`src/rtl/mp_rw_mem_pkg.sv`:
```
// Shared types for the multi-port byte-lane memory: FSM states and lane-count helper.
package mem_pkg;

  typedef enum logic {
    INIT  = 1'b0,
    READY = 1'b1
  } state_e;

  function automatic int calc_lanes(input int data_width, input int lane_width);
    return data_width / lane_width;
  endfunction

endpackage

```
`src/rtl/mp_rw_mem_if.sv`:
```
// Request/response bundle of mp_rw_mem; every per-port field is flattened, port p at slice p.
interface mp_rw_mem_if
  import mem_pkg::*;
#(
  parameter int ADDR_WIDTH = 6,
  parameter int DATA_WIDTH = 8,
  parameter int LANE_WIDTH = 8,
  parameter int NUM_PORTS  = 2
);

  localparam int LANES = calc_lanes(DATA_WIDTH, LANE_WIDTH);

  logic [NUM_PORTS-1:0]            re;
  logic [NUM_PORTS-1:0]            we;
  logic [NUM_PORTS*LANES-1:0]      be;
  logic [NUM_PORTS*ADDR_WIDTH-1:0] addr;
  logic [NUM_PORTS*DATA_WIDTH-1:0] wd;
  logic [NUM_PORTS*DATA_WIDTH-1:0] rd;
  logic [NUM_PORTS-1:0]            rd_valid;
  logic                            init_busy;

  modport master (
    output re, we, be, addr, wd,
    input  rd, rd_valid, init_busy
  );

  modport slave (
    input  re, we, be, addr, wd,
    output rd, rd_valid, init_busy
  );

endinterface

```
`src/rtl/mp_rw_mem_rd_pipe.sv`:
```
// Extra read-return stages (data + valid) appended after the first read register.
module mem_rd_pipe #(
  parameter int DATA_WIDTH = 8,
  parameter int DEPTH      = 0
) (
  input  logic                  clk,
  input  logic                  rst_n,
  input  logic [DATA_WIDTH-1:0] data_i,
  input  logic                  valid_i,
  output logic [DATA_WIDTH-1:0] data_o,
  output logic                  valid_o
);

  if (DEPTH == 0) begin : g_bypass
    logic unused_s;
    assign unused_s = clk ^ rst_n;
    assign data_o   = data_i;
    assign valid_o  = valid_i;
  end else begin : g_stages
    logic [DATA_WIDTH-1:0] data_q [DEPTH];
    logic [DEPTH-1:0]      valid_q;

    // Unconditional shift: holding behaviour comes from the upstream register
    always_ff @(posedge clk or negedge rst_n) begin
      if (!rst_n) begin
        for (int i = 0; i < DEPTH; i++) begin
          data_q[i] <= '0;
        end
        valid_q <= '0;
      end else begin
        data_q[0]  <= data_i;
        valid_q[0] <= valid_i;
        for (int i = 1; i < DEPTH; i++) begin
          data_q[i]  <= data_q[i-1];
          valid_q[i] <= valid_q[i-1];
        end
      end
    end

    assign data_o  = data_q[DEPTH-1];
    assign valid_o = valid_q[DEPTH-1];
  end

endmodule

```
`src/rtl/mp_rw_mem.sv`:
```
// Multi-port lane-enabled RAM with a zeroing sequence after reset and
// configurable read latency and read/write collision policy.
module mp_rw_mem
  import mem_pkg::*;
#(
  parameter int ADDR_WIDTH  = 6,
  parameter int DATA_WIDTH  = 8,
  parameter int LANE_WIDTH  = 8,
  parameter int NUM_PORTS   = 2,
  parameter int RD_LATENCY  = 1,
  parameter int WRITE_FIRST = 0
) (
  input logic        clk,
  input logic        rst_n,
  mp_rw_mem_if.slave mem_if
);

  localparam int LANES = calc_lanes(DATA_WIDTH, LANE_WIDTH);
  localparam int DEPTH = 2 ** ADDR_WIDTH;

  if (RD_LATENCY != 1 && RD_LATENCY != 2) begin : g_bad_latency
    $error("mp_rw_mem: RD_LATENCY must be 1 or 2");
  end
  if ((DATA_WIDTH % LANE_WIDTH) != 0) begin : g_bad_lanes
    $error("mp_rw_mem: DATA_WIDTH must be a multiple of LANE_WIDTH");
  end
  if (NUM_PORTS < 1 || NUM_PORTS > 4) begin : g_bad_ports
    $error("mp_rw_mem: NUM_PORTS must be 1..4");
  end

  state_e                  state_q, state_d;
  logic [ADDR_WIDTH-1:0]   cnt_q, cnt_d;
  logic                    busy_q;
  logic                    ready_s;
  logic [DATA_WIDTH-1:0]   mem_q     [DEPTH];
  logic [ADDR_WIDTH-1:0]   addr_s    [NUM_PORTS];
  logic [DATA_WIDTH-1:0]   merged_s  [NUM_PORTS];
  logic [DATA_WIDTH-1:0]   rd_q      [NUM_PORTS];
  logic [DATA_WIDTH-1:0]   rd_d      [NUM_PORTS];
  logic [NUM_PORTS-1:0]    rv_q, rv_d;
  logic [DATA_WIDTH-1:0]   pipe_rd_s [NUM_PORTS];
  logic                    pipe_rv_s [NUM_PORTS];

  // Clear sequence walks every word once, then parks in READY
  always_comb begin
    state_d = state_q;
    cnt_d   = cnt_q;
    case (state_q)
      INIT: begin
        cnt_d = cnt_q + ADDR_WIDTH'(1);
        if (cnt_q == ADDR_WIDTH'(DEPTH - 1)) begin
          state_d = READY;
        end else begin
          state_d = INIT;
        end
      end
      READY: begin
        state_d = READY;
      end
      default: begin
        state_d = INIT;
        cnt_d   = '0;
      end
    endcase
  end

  // FSM state, clear counter and busy flag
  always_ff @(posedge clk or negedge rst_n) begin
    if (!rst_n) begin
      state_q <= INIT;
      cnt_q   <= '0;
      busy_q  <= 1'b1;
    end else begin
      state_q <= state_d;
      cnt_q   <= cnt_d;
      busy_q  <= (state_d == INIT);
    end
  end

  assign ready_s = (state_q == READY);

  // Unpack per-port addresses
  always_comb begin
    for (int p = 0; p < NUM_PORTS; p++) begin
      addr_s[p] = mem_if.addr[p*ADDR_WIDTH +: ADDR_WIDTH];
    end
  end

  // Word at each port's address after all same-cycle writes; later ports override per lane
  always_comb begin
    for (int p = 0; p < NUM_PORTS; p++) begin
      merged_s[p] = mem_q[addr_s[p]];
      for (int q = 0; q < NUM_PORTS; q++) begin
        for (int l = 0; l < LANES; l++) begin
          merged_s[p][l*LANE_WIDTH +: LANE_WIDTH] =
            (mem_if.we[q] && (addr_s[q] == addr_s[p]) && mem_if.be[q*LANES + l])
              ? mem_if.wd[q*DATA_WIDTH + l*LANE_WIDTH +: LANE_WIDTH]
              : merged_s[p][l*LANE_WIDTH +: LANE_WIDTH];
        end
      end
    end
  end

  // First read stage: capture on an accepted read, otherwise hold
  always_comb begin
    for (int p = 0; p < NUM_PORTS; p++) begin
      rv_d[p] = mem_if.re[p] && ready_s;
      if (rv_d[p]) begin
        rd_d[p] = (WRITE_FIRST != 0) ? merged_s[p] : mem_q[addr_s[p]];
      end else begin
        rd_d[p] = rd_q[p];
      end
    end
  end

  // First read stage registers
  always_ff @(posedge clk or negedge rst_n) begin
    if (!rst_n) begin
      for (int p = 0; p < NUM_PORTS; p++) begin
        rd_q[p] <= '0;
      end
      rv_q <= '0;
    end else begin
      rd_q <= rd_d;
      rv_q <= rv_d;
    end
  end

  // Storage array has no reset; zeroing happens only through the clear sequence
  always_ff @(posedge clk) begin
    if (state_q == INIT) begin
      mem_q[cnt_q] <= '0;
    end else begin
      for (int p = 0; p < NUM_PORTS; p++) begin
        if (mem_if.we[p]) begin
          mem_q[addr_s[p]] <= merged_s[p];
        end
      end
    end
  end

  for (genvar gp = 0; gp < NUM_PORTS; gp++) begin : g_port
    mem_rd_pipe #(
      .DATA_WIDTH (DATA_WIDTH),
      .DEPTH      (RD_LATENCY - 1)
    ) u_rd_pipe (
      .clk     (clk),
      .rst_n   (rst_n),
      .data_i  (rd_q[gp]),
      .valid_i (rv_q[gp]),
      .data_o  (pipe_rd_s[gp]),
      .valid_o (pipe_rv_s[gp])
    );
  end

  // Repack per-port read returns onto the bus
  always_comb begin
    for (int p = 0; p < NUM_PORTS; p++) begin
      mem_if.rd[p*DATA_WIDTH +: DATA_WIDTH] = pipe_rd_s[p];
      mem_if.rd_valid[p]                    = pipe_rv_s[p];
    end
  end

  assign mem_if.init_busy = busy_q;

endmodule

```
`src/flat_wrapper.sv`:
```
// flat-port wrapper written by rule: the top's interface ports become plain ports
module mp_rw_mem_flat import mem_pkg::*;
#(
  parameter int ADDR_WIDTH  = 6,
  parameter int DATA_WIDTH  = 8,
  parameter int LANE_WIDTH  = 8,
  parameter int NUM_PORTS   = 2,
  parameter int RD_LATENCY  = 1,
  parameter int WRITE_FIRST = 0
)
  (clk, rst_n, mem_if_re, mem_if_we, mem_if_be, mem_if_addr, mem_if_wd, mem_if_rd, mem_if_rd_valid, mem_if_init_busy);
  mp_rw_mem_if #(.ADDR_WIDTH(ADDR_WIDTH), .DATA_WIDTH(DATA_WIDTH), .LANE_WIDTH(LANE_WIDTH), .NUM_PORTS(NUM_PORTS)) mem_if_i ();
  input logic clk;
  input logic rst_n;
  input wire logic [$bits(mem_if_i.re)-1:0] mem_if_re;
  input wire logic [$bits(mem_if_i.we)-1:0] mem_if_we;
  input wire logic [$bits(mem_if_i.be)-1:0] mem_if_be;
  input wire logic [$bits(mem_if_i.addr)-1:0] mem_if_addr;
  input wire logic [$bits(mem_if_i.wd)-1:0] mem_if_wd;
  output wire logic [$bits(mem_if_i.rd)-1:0] mem_if_rd;
  output wire logic [$bits(mem_if_i.rd_valid)-1:0] mem_if_rd_valid;
  output wire logic [$bits(mem_if_i.init_busy)-1:0] mem_if_init_busy;
  assign mem_if_i.re = mem_if_re;
  assign mem_if_i.we = mem_if_we;
  assign mem_if_i.be = mem_if_be;
  assign mem_if_i.addr = mem_if_addr;
  assign mem_if_i.wd = mem_if_wd;
  assign mem_if_rd = mem_if_i.rd;
  assign mem_if_rd_valid = mem_if_i.rd_valid;
  assign mem_if_init_busy = mem_if_i.init_busy;
  mp_rw_mem #(.ADDR_WIDTH(ADDR_WIDTH), .DATA_WIDTH(DATA_WIDTH), .LANE_WIDTH(LANE_WIDTH), .NUM_PORTS(NUM_PORTS), .RD_LATENCY(RD_LATENCY), .WRITE_FIRST(WRITE_FIRST)) u_core (.clk(clk), .rst_n(rst_n), .mem_if(mem_if_i));
endmodule
```
`config.mk`:
```
export PLATFORM = sky130hd
export DESIGN_NAME = mp_rw_mem_flat
export DESIGN_NICKNAME = d
export VERILOG_FILES = /design/src/rtl/mp_rw_mem_pkg.sv /design/src/rtl/mp_rw_mem_if.sv /design/src/rtl/mp_rw_mem_rd_pipe.sv /design/src/rtl/mp_rw_mem.sv /design/src/flat_wrapper.sv
export SDC_FILE = /design/constraint.sdc
export NUM_CORES = 1
export LEC_CHECK = 0
export BUFFER_PORTS_ARGS = -buffer_cell sky130_fd_sc_hd__buf_2
export CAP_MARGIN = 20
export CORE_ASPECT_RATIO = 0.7
export CORE_MARGIN = 1
export CORE_UTILIZATION = 40
export DETAILED_ROUTE_END_ITERATION = 12
export PLACE_DENSITY_LB_ADDON = 0.25
export SLEW_MARGIN = 20
export SYNTH_ARGS = -nofsm -noshare
export SYNTH_HDL_FRONTEND = slang
export SYNTH_HIERARCHICAL = 1
export SYNTH_SLANG_ARGS = --single-unit
export TNS_END_PERCENT = 50
```
`constraint.sdc`:
```
create_clock -name clk -period 3.9 [get_ports clk]
set_clock_uncertainty 0.1 [all_clocks]
set_input_delay 0.585 -clock clk [delete_from_list [all_inputs] [get_ports clk]]
set_output_delay 0.585 -clock clk [all_outputs]
set_load 0.01 [all_outputs]
```
==> results.md <==
| Metric | Value |
|---|---|
| Number of buffers inserted by post-CTS setup repair | 0 |
| Type of the worst min-delay path | register to register |
| RSZ-0062 raised after global routing | no |
| Initial DRC count | 4,519 |
| Max clock buf depth | 3 |
| Worst-case reg-to-reg path depth | 11 |
| Element type at the critical path end | register |
| Routability congestion estimate | 1.03 |
| R2r endpoint | u_core/mem_q[13][4]$_DFFE_PP_ |
| Clock latency on the worst-skew pair | 0.68 ns |
| Largest net degree at the start of global routing | 49 |
| Largest area contributor in the synthesized netlist | sky130_fd_sc_hd__edfxtp_1 |
| Post-synthesis area per instance | 12.2 µm² |
| Inserted Clock Buffers | 57 |
| Mapped Nets | 2,727 |
| CTS Root Cell | sky130_fd_sc_hd__clkbuf_16 |
| Ratio of routed vias to standard cells | 6.94 |
| Worst slew margin relative to its limit | 15.4% |
| Standard-cell rows | 87 |
| Time the worst path needs with I/O delays and setup | 4.15 ns |
| Post-route fraction of the period consumed by the critical path | 106% |
| Total congestion overflow | 0 |
| Worst setup slack after placement | -0.527 ns |
| Post-synthesis cell area | 32,700 µm² |
| Leakage power | 12.1 nW |
| HPWL after detailed placement | 114 mm |
| IO buf count | 54 |
| Worst Tran Pin Value | 1.27 ns |
| Peak supply drop | 0.337 mV |
| Worst Path Class, Setup | primary input to register |
| Non-filler cells in the finished layout | 4,030 |
| Max H-tree Level | 2 |
| Clock Sinks | 538 |
| Post-synth top flop | sky130_fd_sc_hd__edfxtp_1 |
| Data arrival at the endpoint of the critical path | 4.43 ns |
| Share of the synthesized area in the top cell type | 47.0% |
| Die width | 344 µm |
| Slack of the worst reg-to-reg path | 0.08 ns |
| Die boundary height | 241 µm |
| Total via count in the routed design | 27,959 |
| Pins over their slew limit | 0 |
| Share of final-layout standard cells stronger than drive strength 1 | 26.8% |
| Min setup slack post-route | -0.251 ns |
| FMAX | 241 MHz |
| Power density over cell area | 347 nW/µm² |
| Kind of start point of the critical path | primary input |
| Cell Area, Placed | 36,500 µm² |
| Number of instances in the placed design | 3,924 |
| Critical path capture point | u_core/mem_q[22][7]$_DFFE_PP_ |
| Wire length of the first global-routing pass | 210 mm |
| Startpoint of the lowest-slack register-to-register path | u_core/mem_q[43][4]$_DFFE_PP_ |
| Outcome | finished with violations |
| Number of distinct library cells after synthesis | 79 |
| Initial core utilization | 40.5% |
| Most area-consuming cells after synthesis | sky130_fd_sc_hd__edfxtp_1 (47%), sky130_fd_sc_hd__mux4_2 (14%), sky130_fd_sc_hd__mux2i_1 (8.4%) |
| Fraction of registers with async set/reset | 4.83% |
| Post-route DRC | 0 |
| Overall routed net length | 153 mm |
| Clock transition at the registers of the reported paths | 0.06 ns |
| Std-Cell Core Area | 80,800 µm² |
| Drt pass-1 iters | 6 |
| CTS tree | built |
| Total of max-cap violations | 0 |
| Die Outline Area | 82,900 µm² |
| Post-synthesis instance total | 2,690 |
| Number of global-route vias before repair | 26,076 |
| Global Route Usage Sum | 36.6% |
| Final hold violations | 0 |
| Number of top-level pins | 55 |
| Relative area change from synthesis to final layout | 16.8% |
| Total of endpoints with negative setup slack in the final report | 99 |
| Crit Path Max Fanout | 32 |
| Post-route setup TNS | -15.22 ns |
| WL/cell | 37.9 µm |
| Failing checks | setup timing |
| Nets | 2,953 |
| Post-layout total power | 13.2 mW |
| Data required, critical path | 4.18 ns |
| Fraction of the yosys area taken by sequential cells | 49.0% |
| Initial antenna violation count | 7 |
| Origin of the worst setup path | mem_if_addr[6] |
| Design Area, Final | 38,200 µm² |
| Count of nets left with antenna violations after detail routing | 0 |
| Number of enable flip-flop cells after synthesis | 512 |
| Synth warn | 6 |
| Layout fillers | 7,262 |
| Number of storage elements in the synthesis netlist | 538 |
## layout by cell type (no fill, tap or decap), drive strengths merged, types with 14 or more instances in the layout
master  netlist  routed
a22oi        36      36
a221oi       36      36
nor2        136     136
mux4        197     197
nand2       273     273
dfrtp        25      25
mux2         42      42
inv          14      16
clkinv        0      20
nand3        27      27
buf         160     440
nand3b       21      21
a21oi       322     322
nand2b       15      15
clkbuf      115      76
edfxtp      512     512
nor2b        17      17
o22ai       149     149
o21ai       132     132
mux2i       278     278
a31oi        14      14
## worst min-delay path by stage
stage                           startpoint                           to  cells past startpoint
6_report        u_core/rd_q[2]$_DFFE_PN0P_   u_core/rd_q[2]$_DFFE_PN0P_                      1
5_1_grt        u_core/rd_q[11]$_DFFE_PN0P_  u_core/rd_q[11]$_DFFE_PN0P_                      1
4_1_cts                              rst_n     u_core/ready_s$_DFF_PN0_                      2
3_5_place_dp    u_core/rd_q[2]$_DFFE_PN0P_   u_core/rd_q[2]$_DFFE_PN0P_                      1
3_3_place_gp    u_core/rd_q[2]$_DFFE_PN0P_   u_core/rd_q[2]$_DFFE_PN0P_                      1
2_1_floorplan                        rst_n  u_core/cnt_q[0]$_DFFE_PN0N_                      0
## routing by layer
layer | wire length (µm) | track usage (%) | vias to the layer above | part of all wire, %
met5 | 26 | 0.347 | - | 0.017
met4 | 5380 | 11.4 | 4 | 3.5
met3 | 24600 | 13.5 | 310 | 16
met2 | 60600 | 49.7 | 2468 | 40
met1 | 62000 | 53.5 | 14074 | 41
li1 | - | - | 11103 | -
## metrics by stage
step / util, % / hold slack [ns]
global route: 47.3 / 0.388
CTS: 47.3 / 0.376
detailed placement: 45.2 / 0.363
finish: 47.3 / 0.374
global placement: 45.2 / 0.355
floorplan: - / 0.189
## cell families after synthesis
family	count (synthesis)	share of synthesized area, %
AO/OA/AOI/OAI	781	14.4
AND/OR/NAND/NOR	553	7.51
flip-flops	538	49.0
multiplexers	517	23.7
buffers and inverters	289	5.06
XOR/XNOR	11	0.295
adder cells (fa/ha/maj)	1	0.0382
## critical path, stage by stage
cell	delay, ns
sky130_fd_sc_hd__buf_4	0.27
sky130_fd_sc_hd__nor2b_1	1.03
sky130_fd_sc_hd__a22oi_1	0.17
sky130_fd_sc_hd__and3_1	0.36
sky130_fd_sc_hd__a2111oi_2	0.83
sky130_fd_sc_hd__buf_4	0.24
sky130_fd_sc_hd__a41oi_1	0.12
sky130_fd_sc_hd__buf_4	0.17
sky130_fd_sc_hd__mux2i_4	0.22
sky130_fd_sc_hd__buf_12	0.25
sky130_fd_sc_hd__a21oi_1	0.10
## report_power, final
part,switching [mW],internal [mW],total [mW]
registers,0,6.23,6.23
logic,1.22,0.599,1.81
clock network,2.42,2.79,5.20
## flip-flops by register name, summed over array words and instances, names as in the netlist
name,count
u_core/cnt_q,6
u_core/mem_if.init_busy,1
u_core/mem_q,512
u_core/rd_q,16
u_core/ready_s,1
u_core/rv_q,2
## area by class of cell
cell class / instances / area (µm²) / share of cell area [%]
sequential: 538 / 16000 / 41.9
multi-input combinational: 1863 / 15200 / 39.7
timing repair buffer: 442 / 3920 / 10.3
clock buffer: 75 / 1520 / 3.97
tap: 1068 / 1340 / 3.50
clock inverter: 23 / 169 / 0.442
inverter: 14 / 52.6 / 0.138
antenna: 7 / 17.5 / 0.0458
## Yosys cell counts, types with 5 or more instances
cell type and n:
sky130_fd_sc_hd__buf_4 39, sky130_fd_sc_hd__a221oi_1 36, sky130_fd_sc_hd__nand2b_1 15, sky130_fd_sc_hd__a31oi_1 13, sky130_fd_sc_hd__dfrtp_1 25, sky130_fd_sc_hd__nor3b_1 7
sky130_fd_sc_hd__inv_1 12, sky130_fd_sc_hd__o31ai_1 5, sky130_fd_sc_hd__mux2_2 40, sky130_fd_sc_hd__xnor2_1 10, sky130_fd_sc_hd__mux2i_1 273, sky130_fd_sc_hd__o221ai_1 10
sky130_fd_sc_hd__and3_1 11, sky130_fd_sc_hd__buf_2 68, sky130_fd_sc_hd__mux4_2 197, sky130_fd_sc_hd__nand3_1 27, sky130_fd_sc_hd__a21oi_1 320, sky130_fd_sc_hd__a22oi_1 36
sky130_fd_sc_hd__nor2b_1 17, sky130_fd_sc_hd__nor3_1 13, sky130_fd_sc_hd__clkbuf_1 115, sky130_fd_sc_hd__buf_1 10, sky130_fd_sc_hd__a221o_1 6, sky130_fd_sc_hd__nor2_1 136
sky130_fd_sc_hd__o22ai_1 149, sky130_fd_sc_hd__edfxtp_1 512, sky130_fd_sc_hd__a21o_1 7, sky130_fd_sc_hd__o21ai_0 127, sky130_fd_sc_hd__buf_6 39, sky130_fd_sc_hd__o22a_1 5
sky130_fd_sc_hd__nand3b_1 21, sky130_fd_sc_hd__and2_1 12, sky130_fd_sc_hd__nand2_1 273, sky130_fd_sc_hd__and3b_1 5, sky130_fd_sc_hd__a211oi_1 9
## what timing repair did
action,4_1_cts,5_1_grt
endpoints found under the hold margin,25,0
gates resized for setup,0,1
endpoints found under the setup margin,0,8
hold buffers,1,0
No activity file was read; power rests on OpenSTA's default activity.
